--- src/rtl/fpu_pkg.sv ---
// Shared types for the FPU sequencer: unit opcodes, sequencer states and the
// highest legal opcode.
package fpu_pkg;

    // Unit select codes understood by the FPU; anything above FPU_OP_MAX is illegal.
    typedef enum logic [3:0] {
        OP_FADD  = 4'd0,
        OP_FSUB  = 4'd1,
        OP_FMUL  = 4'd2,
        OP_FDIV  = 4'd3,
        OP_FSQRT = 4'd4,
        OP_FTOI  = 4'd5,
        OP_FEQ   = 4'd6,
        OP_FLT   = 4'd7,
        OP_FLE   = 4'd8,
        OP_ITOF  = 4'd9
    } fpu_op_e;

    localparam logic [3:0] FPU_OP_MAX = 4'd9;

    // Sequencer states; at most one operation is in flight.
    typedef enum logic [1:0] {
        IDLE  = 2'd0,
        ISSUE = 2'd1,
        WAIT  = 2'd2,
        RESP  = 2'd3
    } fpu_state_e;

    // True when the opcode selects an existing FPU unit.
    function automatic logic op_legal(input logic [3:0] op);
        return (op <= FPU_OP_MAX);
    endfunction

endpackage

--- src/rtl/fpu_sequencer.sv ---
// Single-operation sequencer between a core and a multi-unit FPU. Latches a
// request, pulses fpu_go for one cycle, waits for fpu_valid (or a timeout),
// then holds the response until the core takes it.
//
// Handshakes: a transfer happens on a rising edge where valid and ready are
// both 1. req_ready does not depend on req_valid; resp_valid does not depend
// on resp_ready. Once resp_valid is raised, resp_data/resp_tag/resp_err stay
// unchanged until the cycle in which resp_ready is 1.
module fpu_sequencer
    import fpu_pkg::*;
#(
    parameter int TAG_W   = 5,
    parameter int TIMEOUT = 255
) (
    input  logic             clk,
    input  logic             rstn,
    // request from the core
    input  logic             req_valid,
    output logic             req_ready,
    input  logic [3:0]       req_op,
    input  logic             req_mode,
    input  logic [31:0]      req_a,
    input  logic [31:0]      req_b,
    input  logic [TAG_W-1:0] req_tag,
    // response to the core
    output logic             resp_valid,
    input  logic             resp_ready,
    output logic [31:0]      resp_data,
    output logic [TAG_W-1:0] resp_tag,
    output logic             resp_err,
    // FPU side
    output logic [31:0]      fpu_a,
    output logic [31:0]      fpu_b,
    output logic             fpu_go,
    output logic [3:0]       fpu_control,
    output logic             fpu_mode,
    input  logic [31:0]      fpu_c,
    input  logic             fpu_valid,
    // status
    output logic             busy,
    output fpu_state_e       dbg_state
);

    // Counter is at least 8 bits and wide enough to hold TIMEOUT.
    localparam int CNT_W = ($clog2(TIMEOUT + 1) > 8) ? $clog2(TIMEOUT + 1) : 8;

    fpu_state_e         state_q, state_d;
    logic [CNT_W-1:0]   cnt_q;
    logic [31:0]        fpu_a_q, fpu_b_q;
    logic [3:0]         fpu_control_q;
    logic               fpu_mode_q;
    logic [TAG_W-1:0]   tag_q;
    logic [31:0]        resp_data_q;
    logic               resp_err_q;

    logic               accept;
    logic               acc_legal;
    logic               fpu_hit;
    logic               timeout_hit;

    assign accept    = req_valid && req_ready;
    assign acc_legal = op_legal(req_op);
    // FPU result is only looked at while an op is outstanding.
    assign fpu_hit   = fpu_valid && ((state_q == ISSUE) || (state_q == WAIT));
    // cnt_q is 0 in the first WAIT cycle, so this lands RESP exactly
    // TIMEOUT cycles after the ISSUE cycle.
    assign timeout_hit = (state_q == WAIT) && (cnt_q == CNT_W'(TIMEOUT - 2));

    // State register
    always_ff @(posedge clk) begin
        if (!rstn) state_q <= IDLE;
        else       state_q <= state_d;
    end

    // Next-state logic
    always_comb begin
        state_d = state_q;
        case (state_q)
            IDLE: begin
                if (accept) state_d = acc_legal ? ISSUE : RESP;
            end
            ISSUE: begin
                state_d = fpu_valid ? RESP : WAIT;
            end
            WAIT: begin
                if (fpu_valid || timeout_hit) state_d = RESP;
            end
            RESP: begin
                if (resp_ready) begin
                    if (accept) state_d = acc_legal ? ISSUE : RESP;
                    else        state_d = IDLE;
                end
            end
            default: state_d = IDLE;
        endcase
    end

    // State-decoded outputs
    always_comb begin
        req_ready  = (state_q == IDLE) || ((state_q == RESP) && resp_ready);
        resp_valid = (state_q == RESP);
        fpu_go     = (state_q == ISSUE);
        busy       = (state_q != IDLE);
    end

    // Operand/tag capture, result capture and the issue-relative cycle counter
    always_ff @(posedge clk) begin
        if (!rstn) begin
            fpu_a_q       <= '0;
            fpu_b_q       <= '0;
            fpu_control_q <= '0;
            fpu_mode_q    <= 1'b0;
            tag_q         <= '0;
            resp_data_q   <= '0;
            resp_err_q    <= 1'b0;
            cnt_q         <= '0;
        end else begin
            if (accept) begin
                fpu_a_q       <= req_a;
                fpu_b_q       <= req_b;
                fpu_control_q <= req_op;
                fpu_mode_q    <= req_mode;
                tag_q         <= req_tag;
                if (!acc_legal) begin
                    resp_data_q <= '0;
                    resp_err_q  <= 1'b1;
                end
            end
            // A valid result takes priority over a coincident timeout.
            if (fpu_hit) begin
                resp_data_q <= fpu_c;
                resp_err_q  <= 1'b0;
            end else if (timeout_hit) begin
                resp_data_q <= '0;
                resp_err_q  <= 1'b1;
            end
            if (state_q == ISSUE)     cnt_q <= '0;
            else if (state_q == WAIT) cnt_q <= cnt_q + 1'b1;
        end
    end

    assign fpu_a       = fpu_a_q;
    assign fpu_b       = fpu_b_q;
    assign fpu_control = fpu_control_q;
    assign fpu_mode    = fpu_mode_q;
    assign resp_data   = resp_data_q;
    assign resp_tag    = tag_q;
    assign resp_err    = resp_err_q;
    assign dbg_state   = state_q;

endmodule

--- config.mk ---
export PLATFORM = sky130hd
export DESIGN_NAME = fpu_sequencer
export DESIGN_NICKNAME = d
export VERILOG_FILES = /design/src/rtl/fpu_pkg.sv /design/src/rtl/fpu_sequencer.sv
export SDC_FILE = /design/constraint.sdc
export NUM_CORES = 1
export LEC_CHECK = 0
export CELL_PAD_IN_SITES_DETAIL_PLACEMENT = 1
export CELL_PAD_IN_SITES_GLOBAL_PLACEMENT = 1
export CORE_MARGIN = 5
export CORE_UTILIZATION = 47
export CTS_CLUSTER_DIAMETER = 40
export DETAILED_ROUTE_END_ITERATION = 8
export DONT_BUFFER_PORTS = 1
export MAX_ROUTING_LAYER = met4
export PLACE_DENSITY = 0.8
export SLEW_MARGIN = 20
export SYNTH_ARGS = -nofsm -noshare
export SYNTH_HDL_FRONTEND = slang
export SYNTH_SLANG_ARGS = --single-unit
--- constraint.sdc ---
create_clock -name clk -period 5.36 [get_ports clk]
set_input_delay 1.072 -clock clk [delete_from_list [all_inputs] [get_ports clk]]
set_output_delay 1.072 -clock clk [all_outputs]
set_load 0.02 [all_outputs]
Word level (Yosys, flattened, before mapping). Index checks and enable logic that the tools add are counted.

Bits in registers: 117. Input bits: 111. Logic and storage cells: 51.

Add/sub/neg operators: 1. Magnitude comparators: 1. Eq/ne operators: 9. Mux-type cells: 14. Bitwise operators: 1. Reductions and logical operators: 16.

Operator list (count): $mux 32 (4); $mux 2 (5); $add 8x1->8 const B (1); $eq 8x8->1 const B (1); $pmux 2 s4 (1); $eq 2x2->1 const B (2); $le 4x4->1 const B (1); $logic_and 1x1->1 (4); $mux 1 (4); $ne 2x1->1 const B (2); $ne 2x2->1 const B (2); $reduce_and 2->1 (2); $reduce_bool 2->1 (2); $reduce_or 2->1 (2); $logic_or 1x1->1 (3); $ne 3x1->1 const B (1); $reduce_and 3->1 (1); $reduce_bool 3->1 (1); $eq 2x1->1 const B (1); $logic_not 2->1 (1); $not 1->1 (1).

Depth between registers and ports, before layout. Gate-level depths: netlist of run 1.

Depth in word-level cells: 7. Depth in mapped cells: 9. Gate-level depth less buffers: 6.

Worst setup path after synthesis of run 1. Ideal clock, no wire load.

Kind: input to output. Start point: input port resp_ready. End point: output port req_ready. Arrival: 1308 ps. Data required time: 4288 ps. Slack: 2980 ps. Stages: 1. Path buffers: 0. Cell sequence: a21o_1.

Cells in the longest elaborated chain, start to end: 2.

RTL lines: from (decl) (line fpu_sequencer.sv:27) `input logic resp_ready,`; $logic_and 1x1->1 (line fpu_sequencer.sv:100) `req_ready = (state_q == IDLE) || ((state_q == RESP) && resp_ready);`; $logic_or 1x1->1 (line fpu_sequencer.sv:100); to (decl) (line fpu_sequencer.sv:19) `output logic req_ready,`.

No other way between the ends.

Worst setup path after layout of run 1.
Start point: register state_q[0], in the netlist dbg_state[0]. End point: output port req_ready.

Cells in the longest elaborated chain, start to end: 3. Elaborated cells between the ends (all ways): 4.

RTL lines: from (decl) (line fpu_sequencer.sv:47) `fpu_state_e state_q, state_d;`; from (signal assigned) (line fpu_sequencer.sv:72) `else state_q <= state_d;`; $eq 2x2->1; via resp_valid (line fpu_sequencer.sv:26) `output logic resp_valid,`; $logic_and 1x1->1 (line fpu_sequencer.sv:100); $logic_or 1x1->1 (line fpu_sequencer.sv:100).

The timed path passes the listed nets, and every way through them passes these cells.

==> results.md, run 1 <==
* Outcome: complete, no violations
* Final critical-path required period at 2831 ps
* Yosys warning count at 0
* Area of the multi-input gates at 0.001814 mm^2
* Port Buffers at 0
* Vias in the first global route at 3,344
* Tot Pwr at 0.003006 W
* Sequential Area at 0.002342 mm^2
* Clock sink count at 117
* Number of H-tree levels at 4
* Static leakage power at 1.859 nW
* Combinational family with the most area after synthesis: compound AO/OA/AOI/OAI gates
* Final Hold Violating Endpoints at 0
* Part of the total power dissipated in sequential elements at 46.0%
* Number of nets in the layout at 578
* Overflow left after global routing at 0
* Pwr dens at 609.0 mW/mm^2
* Setup TNS Final at 0 ps
* Kind of launch point of the worst setup path: flip-flop
* Logic gate share of total power at around 18%
* Iteration-0 DRC count of the detailed router at 184
* Routed len/inst at 19.93 um
* Antenna Nets Post-Route at 0
* Maximum number of pins on one net before global-route repair at 81
* Hold Path Sink: cnt_q[5]
* Total via count after detailed routing at 3,216
* Insertion delay to the later sink of the worst-skew pair at 500 ps
* Chip Height at 106.1 um
* Hold Path Origin: cnt_q[5]
* Clock Skews at 10.18 ps
* Worst ir drop on vdd at 0.3826 mV
* Top library cells by usage in the layout, fill and taps aside: sky130_fd_sc_hd__nand2_1 (155), sky130_fd_sc_hd__dfxtp_1 (117), sky130_fd_sc_hd__a21boi_0 (75), sky130_fd_sc_hd__a22o_1 (32), sky130_fd_sc_hd__clkbuf_16 (16)
* Fraction of layout instances using a drive strength above 1 at 8.457%
* Via density per instance at 5.507
* Switching Power at 0.001090 W
* Global routing usage summed across all routing layers at 20.86%
* Placement Setup Slack at 2376 ps
* Clock tree root buffer cell: sky130_fd_sc_hd__clkbuf_8
* RR Startpoint: dbg_state[0]
* Post-Synth Adder-Cell Area at 2.017%
* Number of clock buffers inserted by TritonCTS at 17
* Post-Synthesis Mean Instance Area at 9.198 um^2
* Final RePlAce weighted congestion at between 0.7 and 0.8
* Tightest hold margin at 525.9 ps
* Category of the worst setup path capture point: primary output
* Smallest setup slack after layout at 2529 ps
* Final-report max-slew violation count at 0
* Max cap viols at 0
* Cell variety after synth at 32
* Count of boundary I/O pins at about 220
* Slew at the pin closest to its max-slew limit at 747.9 ps
* First-pass detailed-route iteration total at 4
* Number of buffers inserted by post-CTS setup repair at 0
* Global-route wire length before repair at roughly 18,000 um
* Achievable frequency at about 0.35 GHz
* Number of buffers on the longest clock path at 2
* Clock Power Share at 36.4%
* Post-cts resize count at 0
* Data arrival at the endpoint of the critical path at 1760 ps
* Multiplexer share of the synthesized area at 0.2305%
* Netlist area before placement at 0.004342 mm^2
* Leading cell type in the layout, fill and taps excluded: sky130_fd_sc_hd__nand2_1
* Rows at 35
* Count of hold-fix buffers inserted at cts at 0
* Starting utilization of the core area at 47.66%
* Number of inserted filler cells in the final layout at 1,027
* Number of cells on the worst reg-to-reg path at 6
* Area growth from synthesis to layout at 13.69%
* Clock tree from TritonCTS: done
* Die extent in x at 106.1 um
* Internal power of the cells at 0.001916 W
* Complex-gate fraction of the synthesized area at 22.10%
* Number of antenna violations at the first check in global routing at 0
* Clock transition time at the flip-flop clock pins of the worst setup and hold paths at 60 ps
* Register-to-Register Setup Slack at 2770 ps
* Core ar. at 0.009109 mm^2
* DRC errors left at 0
* Ratio of final minimum period to clock period at 52.81%
* Sequential cell area fraction in the yosys report at 53.95%
* Post-DP HPWL at roughly 8300 um
* Relative slew slack at 50.14%
* Setup repair after global routing missed its margin: false
* Register bit total from synthesis at about 120
* Required time at the worst-slack endpoint at approximately 4300 ps
* Ant diodes at 0
* Hold Path Cell Cnt at 2
* Synthesized Nets at 590
* Critical path type: flip-flop to primary output
* Worst min-delay path class: flip-flop to flip-flop
* Setup violation total in the final timing report at 0
* Simple-gate portion of the synthesized area at between 15 and 20%
* Synthesized instance count at ~470
* Final Routed Wirelength at 11,640 um
* Area of the die at 0.01126 mm^2
* Maximum net fanout on the critical path at 5
* Critical R2R Capture: fpu_a[10]
* Switching share of total power at a little over a third
* Synthesized-area fraction occupied by xor and xnor cells at 1.009%
==> cell type report <==
class / count / area share [%]
tap: 111 / 2.814
sequential: 117 / 47.45
clock inverter: 13 / 2.966
timing repair buffer: 3 / 0.6084
clock buffer: 19 / 8.948
inverter: 6 / 0.4563
multi-input combinational: 315 / 36.76
==> synthesized netlist by cell type <==
cell | number | share of area, %
sky130_fd_sc_hd__a211oi_1 | 2 | 0.35
sky130_fd_sc_hd__a211oi_4 | 1 | 0.46
sky130_fd_sc_hd__a21boi_0 | 75 | 13
sky130_fd_sc_hd__a21o_1 | 1 | 0.17
sky130_fd_sc_hd__a21oi_1 | 3 | 0.35
sky130_fd_sc_hd__a22o_1 | 32 | 6.5
sky130_fd_sc_hd__a2bb2oi_1 | 1 | 0.20
sky130_fd_sc_hd__and2_1 | 1 | 0.14
sky130_fd_sc_hd__and3_1 | 1 | 0.14
sky130_fd_sc_hd__buf_1 | 1 | 0.086
sky130_fd_sc_hd__buf_2 | 8 | 0.92
sky130_fd_sc_hd__buf_6 | 4 | 1.0
sky130_fd_sc_hd__clkbuf_1 | 21 | 1.8
sky130_fd_sc_hd__dfxtp_1 | 117 | 54
sky130_fd_sc_hd__ha_1 | 7 | 2.0
sky130_fd_sc_hd__inv_1 | 6 | 0.52
sky130_fd_sc_hd__mux2i_1 | 1 | 0.23
sky130_fd_sc_hd__nand2_1 | 156 | 13
sky130_fd_sc_hd__nand2b_1 | 2 | 0.29
sky130_fd_sc_hd__nand3_1 | 3 | 0.35
sky130_fd_sc_hd__nand4_1 | 4 | 0.58
sky130_fd_sc_hd__nor2_1 | 9 | 0.78
sky130_fd_sc_hd__nor2_2 | 1 | 0.14
sky130_fd_sc_hd__nor3_1 | 1 | 0.12
sky130_fd_sc_hd__o211ai_1 | 1 | 0.17
sky130_fd_sc_hd__o21a_1 | 1 | 0.17
sky130_fd_sc_hd__o21ai_0 | 3 | 0.35
sky130_fd_sc_hd__o311a_1 | 1 | 0.23
sky130_fd_sc_hd__o32a_1 | 1 | 0.23
sky130_fd_sc_hd__or3_1 | 2 | 0.29
sky130_fd_sc_hd__xnor2_1 | 2 | 0.40
sky130_fd_sc_hd__xor2_1 | 3 | 0.61
==> cell families (layout without fill, tap and decap cells) <==
family | count (synthesis) | in the layout
simple gates | 180 | 180
compound gates | 122 | 122
flops | 117 | 117
buf+inv | 40 | 41
fa+ha+maj | 7 | 7
xor+xnor | 5 | 5
mux | 1 | 1
==> power by group through the flow <==
stage | Sequential (W) | Clock (W) | Combinational (W)
finish | 0.00138 | 0.00109 | 0.000529
CTS | 0.00139 | 0.00112 | 0.000533
global route | 0.00140 | 0.00117 | 0.000608
detailed placement | 0.00141 | 0 | 0.000528
global placement | 0.00140 | 0 | 0.000497
floorplan | 0.00135 | 0 | 0.000460
==> critical path, stage by stage (launching register included) <==
cell and delay (ps):
sky130_fd_sc_hd__dfxtp_1 530, sky130_fd_sc_hd__ha_1 400, sky130_fd_sc_hd__a21o_1 330
==> flip-flops by register name, indices dropped and copies added, names as in the netlist <==
| name | count |
|---|---|
| dbg_state | 2 |
| fpu_b | 32 |
| resp_tag | 5 |
| resp_data | 32 |
| fpu_mode | 1 |
| cnt_q | 8 |
| fpu_control | 4 |
| fpu_a | 32 |
| resp_err | 1 |
==> how the worst max path moves through the flow <==
| stage | slack (ps) | startpoint | to | cells past startpoint |
|---|---|---|---|---|
| 2_1_floorplan | 2980 | resp_ready | req_ready | 1 |
| 3_3_place_gp | 2480 | resp_ready | resp_data[2] | 4 |
| 3_5_place_dp | 2380 | resp_ready | resp_data[20] | 4 |
| 4_1_cts | 2500 | dbg_state[0] | req_ready | 2 |
| 5_1_grt | 2440 | dbg_state[0] | req_ready | 2 |
| 6_report | 2530 | dbg_state[0] | req_ready | 2 |
==> routing by layer <==
layer	GRT usage [%]	vias to the layer above	routed length [um]
li1	-	1560	-
met1	21.58	1514	4411
met2	35.29	127	5999
met3	8.440	15	1057
met4	8.511	0	174
met5	-	-	0
==> through the flow <==
| step | util (%) | instance area (um^2) | std cells |
|---|---|---|---|
| floorplan | - | 4342 | 472 |
| global placement | 47.55 | 4332 | 551 |
| detailed placement | 47.55 | 4332 | 551 |
| CTS | 54.01 | 4920 | 583 |
| global route | 54.19 | 4936 | 584 |
| finish | 54.19 | 4936 | 584 |
Note: power is estimated with default switching activity, not from simulation.
==> inputs of run 2 (changes only) <==
--- a/config.mk
+++ b/config.mk
@@ -8,12 +8,12 @@
 export CELL_PAD_IN_SITES_DETAIL_PLACEMENT = 1
 export CELL_PAD_IN_SITES_GLOBAL_PLACEMENT = 1
 export CORE_MARGIN = 5
-export CORE_UTILIZATION = 47
+export CORE_UTILIZATION = 40
 export CTS_CLUSTER_DIAMETER = 40
 export DETAILED_ROUTE_END_ITERATION = 8
 export DONT_BUFFER_PORTS = 1
 export MAX_ROUTING_LAYER = met4
-export PLACE_DENSITY = 0.8
+export PLACE_DENSITY = 0.72
 export SLEW_MARGIN = 20
 export SYNTH_ARGS = -nofsm -noshare
 export SYNTH_HDL_FRONTEND = slang
==> constraint.sdc (replaced) <==
create_clock -name clk -period 2.6 [get_ports clk]
set_input_delay 0.52 -clock clk [delete_from_list [all_inputs] [get_ports clk]]
set_output_delay 0.52 -clock clk [all_outputs]
set_load 0.02 [all_outputs]
==> results.md, run 2 (synthesized netlist as in run 1, its figures left out) <==
* Clock tree root buffer cell: sky130_fd_sc_hd__clkbuf_8
* Smallest setup slack after layout at 351.4 ps (-2178 ps)
* Logic gate share of total power at 19.0% (+1.4 points)
* Area of the die at 0.01304 mm^2 (+16%)
* DRC errors left at 0 (unchanged)
* Number of clock buffers inserted by TritonCTS at 17 (unchanged)
* Insertion delay to the later sink of the worst-skew pair at 520 ps (+20 ps)
* Iteration-0 DRC count of the detailed router at 231 (+26%)
* Die extent in x at 114.2 um (+7.6%)
* Relative slew slack at 48.45% (-1.7 points)
* Global-route wire length before repair at 18,460 um (+3.0%)
* Overflow left after global routing at 0 (unchanged)
* Setup TNS Final at 0 ps (unchanged)
* Number of inserted filler cells in the final layout at 1,230 (+20%)
* Kind of launch point of the worst setup path: flip-flop
* Starting utilization of the core area at 40.41% (-7.3 points)
* Vias in the first global route at 3,424 (+2.4%)
* Switching Power at 0.002220 W (+100%)
* Total via count after detailed routing at 3,265 (+1.5%)
* Routed len/inst at 19.67 um (-1.3%)
* Setup repair after global routing missed its margin: false
* Clock Skews at 8.694 ps (-1.486 ps)
* Number of buffers inserted by post-CTS setup repair at 0 (unchanged)
* Critical path type: flip-flop to flip-flop
* Static leakage power at 1.902 nW (+2.3%)
* Max cap viols at 0 (unchanged)
* Clock tree from TritonCTS: done
* Data arrival at the endpoint of the critical path at 2660 ps (+900 ps)
* Required time at the worst-slack endpoint at 3010 ps (-1280 ps)
* Achievable frequency at 0.4447 GHz
* Worst min-delay path class: primary input to flip-flop
* Switching share of total power at 35.15% (-1.1 points)
* Clock transition time at the flip-flop clock pins of the worst setup and hold paths at 60 ps (about the same)
* Core ar. at 0.01075 mm^2 (+18%)
* Tot Pwr at 0.006318 W (+110%)
* Clock Power Share at 36.2% (-0.2 points)
* Number of nets in the layout at 583 (+0.87%)
* Number of antenna violations at the first check in global routing at 0 (unchanged)
* Final Hold Violating Endpoints at 0 (unchanged)
* Leading cell type in the layout, fill and taps excluded: sky130_fd_sc_hd__nand2_1
* Chip Height at 114.2 um (+7.6%)
* Count of hold-fix buffers inserted at cts at 0 (unchanged)
* Final RePlAce weighted congestion at 0.7641 (+1.3%)
* Global routing usage summed across all routing layers at 18.97% (-1.9 points)
* Internal power of the cells at 0.004097 W (+110%)
* Via density per instance at 5.300 (-3.8%)
* Placement Setup Slack at 94.97 ps (-2281 ps)
* Final instance area at 0.005016 mm^2 (+1.6%)
* Ant diodes at 0 (unchanged)
* Fraction of layout instances using a drive strength above 1 at 9.034% (+0.58 points)
* Count of boundary I/O pins at 224 (unchanged)
* Area after DPL at 0.004418 mm^2 (+2.0%)
* Post-DP HPWL at 8615 um (+3.2%)
* Final-report max-slew violation count at 0 (unchanged)
* Top library cells by usage in the layout, fill and taps aside: sky130_fd_sc_hd__nand2_1 (155), sky130_fd_sc_hd__dfxtp_1 (117), sky130_fd_sc_hd__a21boi_0 (75), sky130_fd_sc_hd__a22o_1 (32), sky130_fd_sc_hd__clkbuf_16 (16)
* Final Core Density at 46.68% (-7.5 points)
* Setup violation total in the final timing report at 0 (unchanged)
* First-pass detailed-route iteration total at 4 (unchanged)
* Maximum number of pins on one net before global-route repair at 81 (unchanged)
* Part of the total power dissipated in sequential elements at 44.8% (-1.2 points)
* Post-cts resize count at 0 (unchanged)
* Slew at the pin closest to its max-slew limit at 773.3 ps (+25.40 ps)
* Number of buffers on the longest clock path at 2 (unchanged)
* Area growth from synthesis to layout at 15.53%
* Final critical-path required period at 2249 ps
* Ratio of final minimum period to clock period at 86.48%
* Clock sink count at 117 (unchanged)
* Category of the worst setup path capture point: flip-flop
* Worst ir drop on vdd at 0.8184 mV (+110%)
* Outcome: complete, no violations
* Pwr dens at 1259 mW/mm^2 (+110%)
* Maximum net fanout on the critical path at 75 (+70)
* Port Buffers at 0 (unchanged)
* Rows at 38 (+8.6%)
* Final Routed Wirelength at 12,120 um (+4.1%)
* Number of H-tree levels at 4 (unchanged)
* Antenna Nets Post-Route at 0 (unchanged)
-- run 2: cell count changes in the layout (fill, tap and decap cells not counted) --
cell,change
sky130_fd_sc_hd__bufinv_16,+1
sky130_fd_sc_hd__clkinvlp_4,-3
sky130_fd_sc_hd__buf_4,+4
sky130_fd_sc_hd__clkinv_4,-2
sky130_fd_sc_hd__buf_12,+1
sky130_fd_sc_hd__buf_6,+1
sky130_fd_sc_hd__inv_6,-3
sky130_fd_sc_hd__clkinv_2,+4
sky130_fd_sc_hd__clkbuf_8,+1
sky130_fd_sc_hd__buf_8,-1
-- run 2: through the flow --
stage / std cells / hold slack, ps
finish: 616 / 128.6
global route: 616 / 83.57
CTS: 615 / 95.76
detailed placement: 585 / 504.5
global placement: 585 / 490.9
floorplan: 472 / 471.1
-- run 2: power groups by stage --
stage                     registers (W)  clock network, W  logic [W]
after floorplan                 0.00278                 0   0.000949
after global placement          0.00286                 0    0.00113
after detailed placement        0.00287                 0    0.00121
after CTS                       0.00284           0.00234    0.00122
after global routing            0.00287           0.00245    0.00136
final                           0.00283           0.00229    0.00120
-- run 2: worst paths after layout --
kind	start	endpoint	slack, ps	cells past startpoint
setup / recovery	dbg_state[0]	fpu_a[6]	350	6
hold / removal	fpu_c[22]	resp_data[22]	130	1
setup reg to reg	dbg_state[0]	fpu_a[6]	350	6
hold reg to reg	cnt_q[6]	cnt_q[6]	510	2
-- run 2: layout make-up --
type | instances | area, um^2 | share of cell area, %
Timing Repair Buffer | 8 | 76.32 | 1.522
Sequential cell | 117 | 2342 | 46.70
Inverter | 6 | 22.52 | 0.4490
Multi-Input combinational cell | 315 | 1814 | 36.17
Tap cell | 140 | 175.2 | 3.492
Clock inverter | 10 | 130.1 | 2.594
Clock buffer | 20 | 455.4 | 9.080
-- run 2: critical path, stage by stage, from the launching register on --
cell                       delay (ps)
sky130_fd_sc_hd__dfxtp_1          380
sky130_fd_sc_hd__ha_1             360
sky130_fd_sc_hd__a21o_1           180
sky130_fd_sc_hd__and2_2           180
sky130_fd_sc_hd__buf_4            580
sky130_fd_sc_hd__nand2_1          130
sky130_fd_sc_hd__a21boi_0         270
-- run 2: routing by layer --
| metal | vias up | wire length [um] | GRT usage (%) |
|---|---|---|---|
| li1 | 1566 | - | - |
| met1 | 1559 | 4375 | 18.67 |
| met2 | 125 | 6428 | 32.67 |
| met3 | 15 | 1155 | 8.932 |
| met4 | 0 | 155 | 6.968 |
| met5 | - | 0 | - |
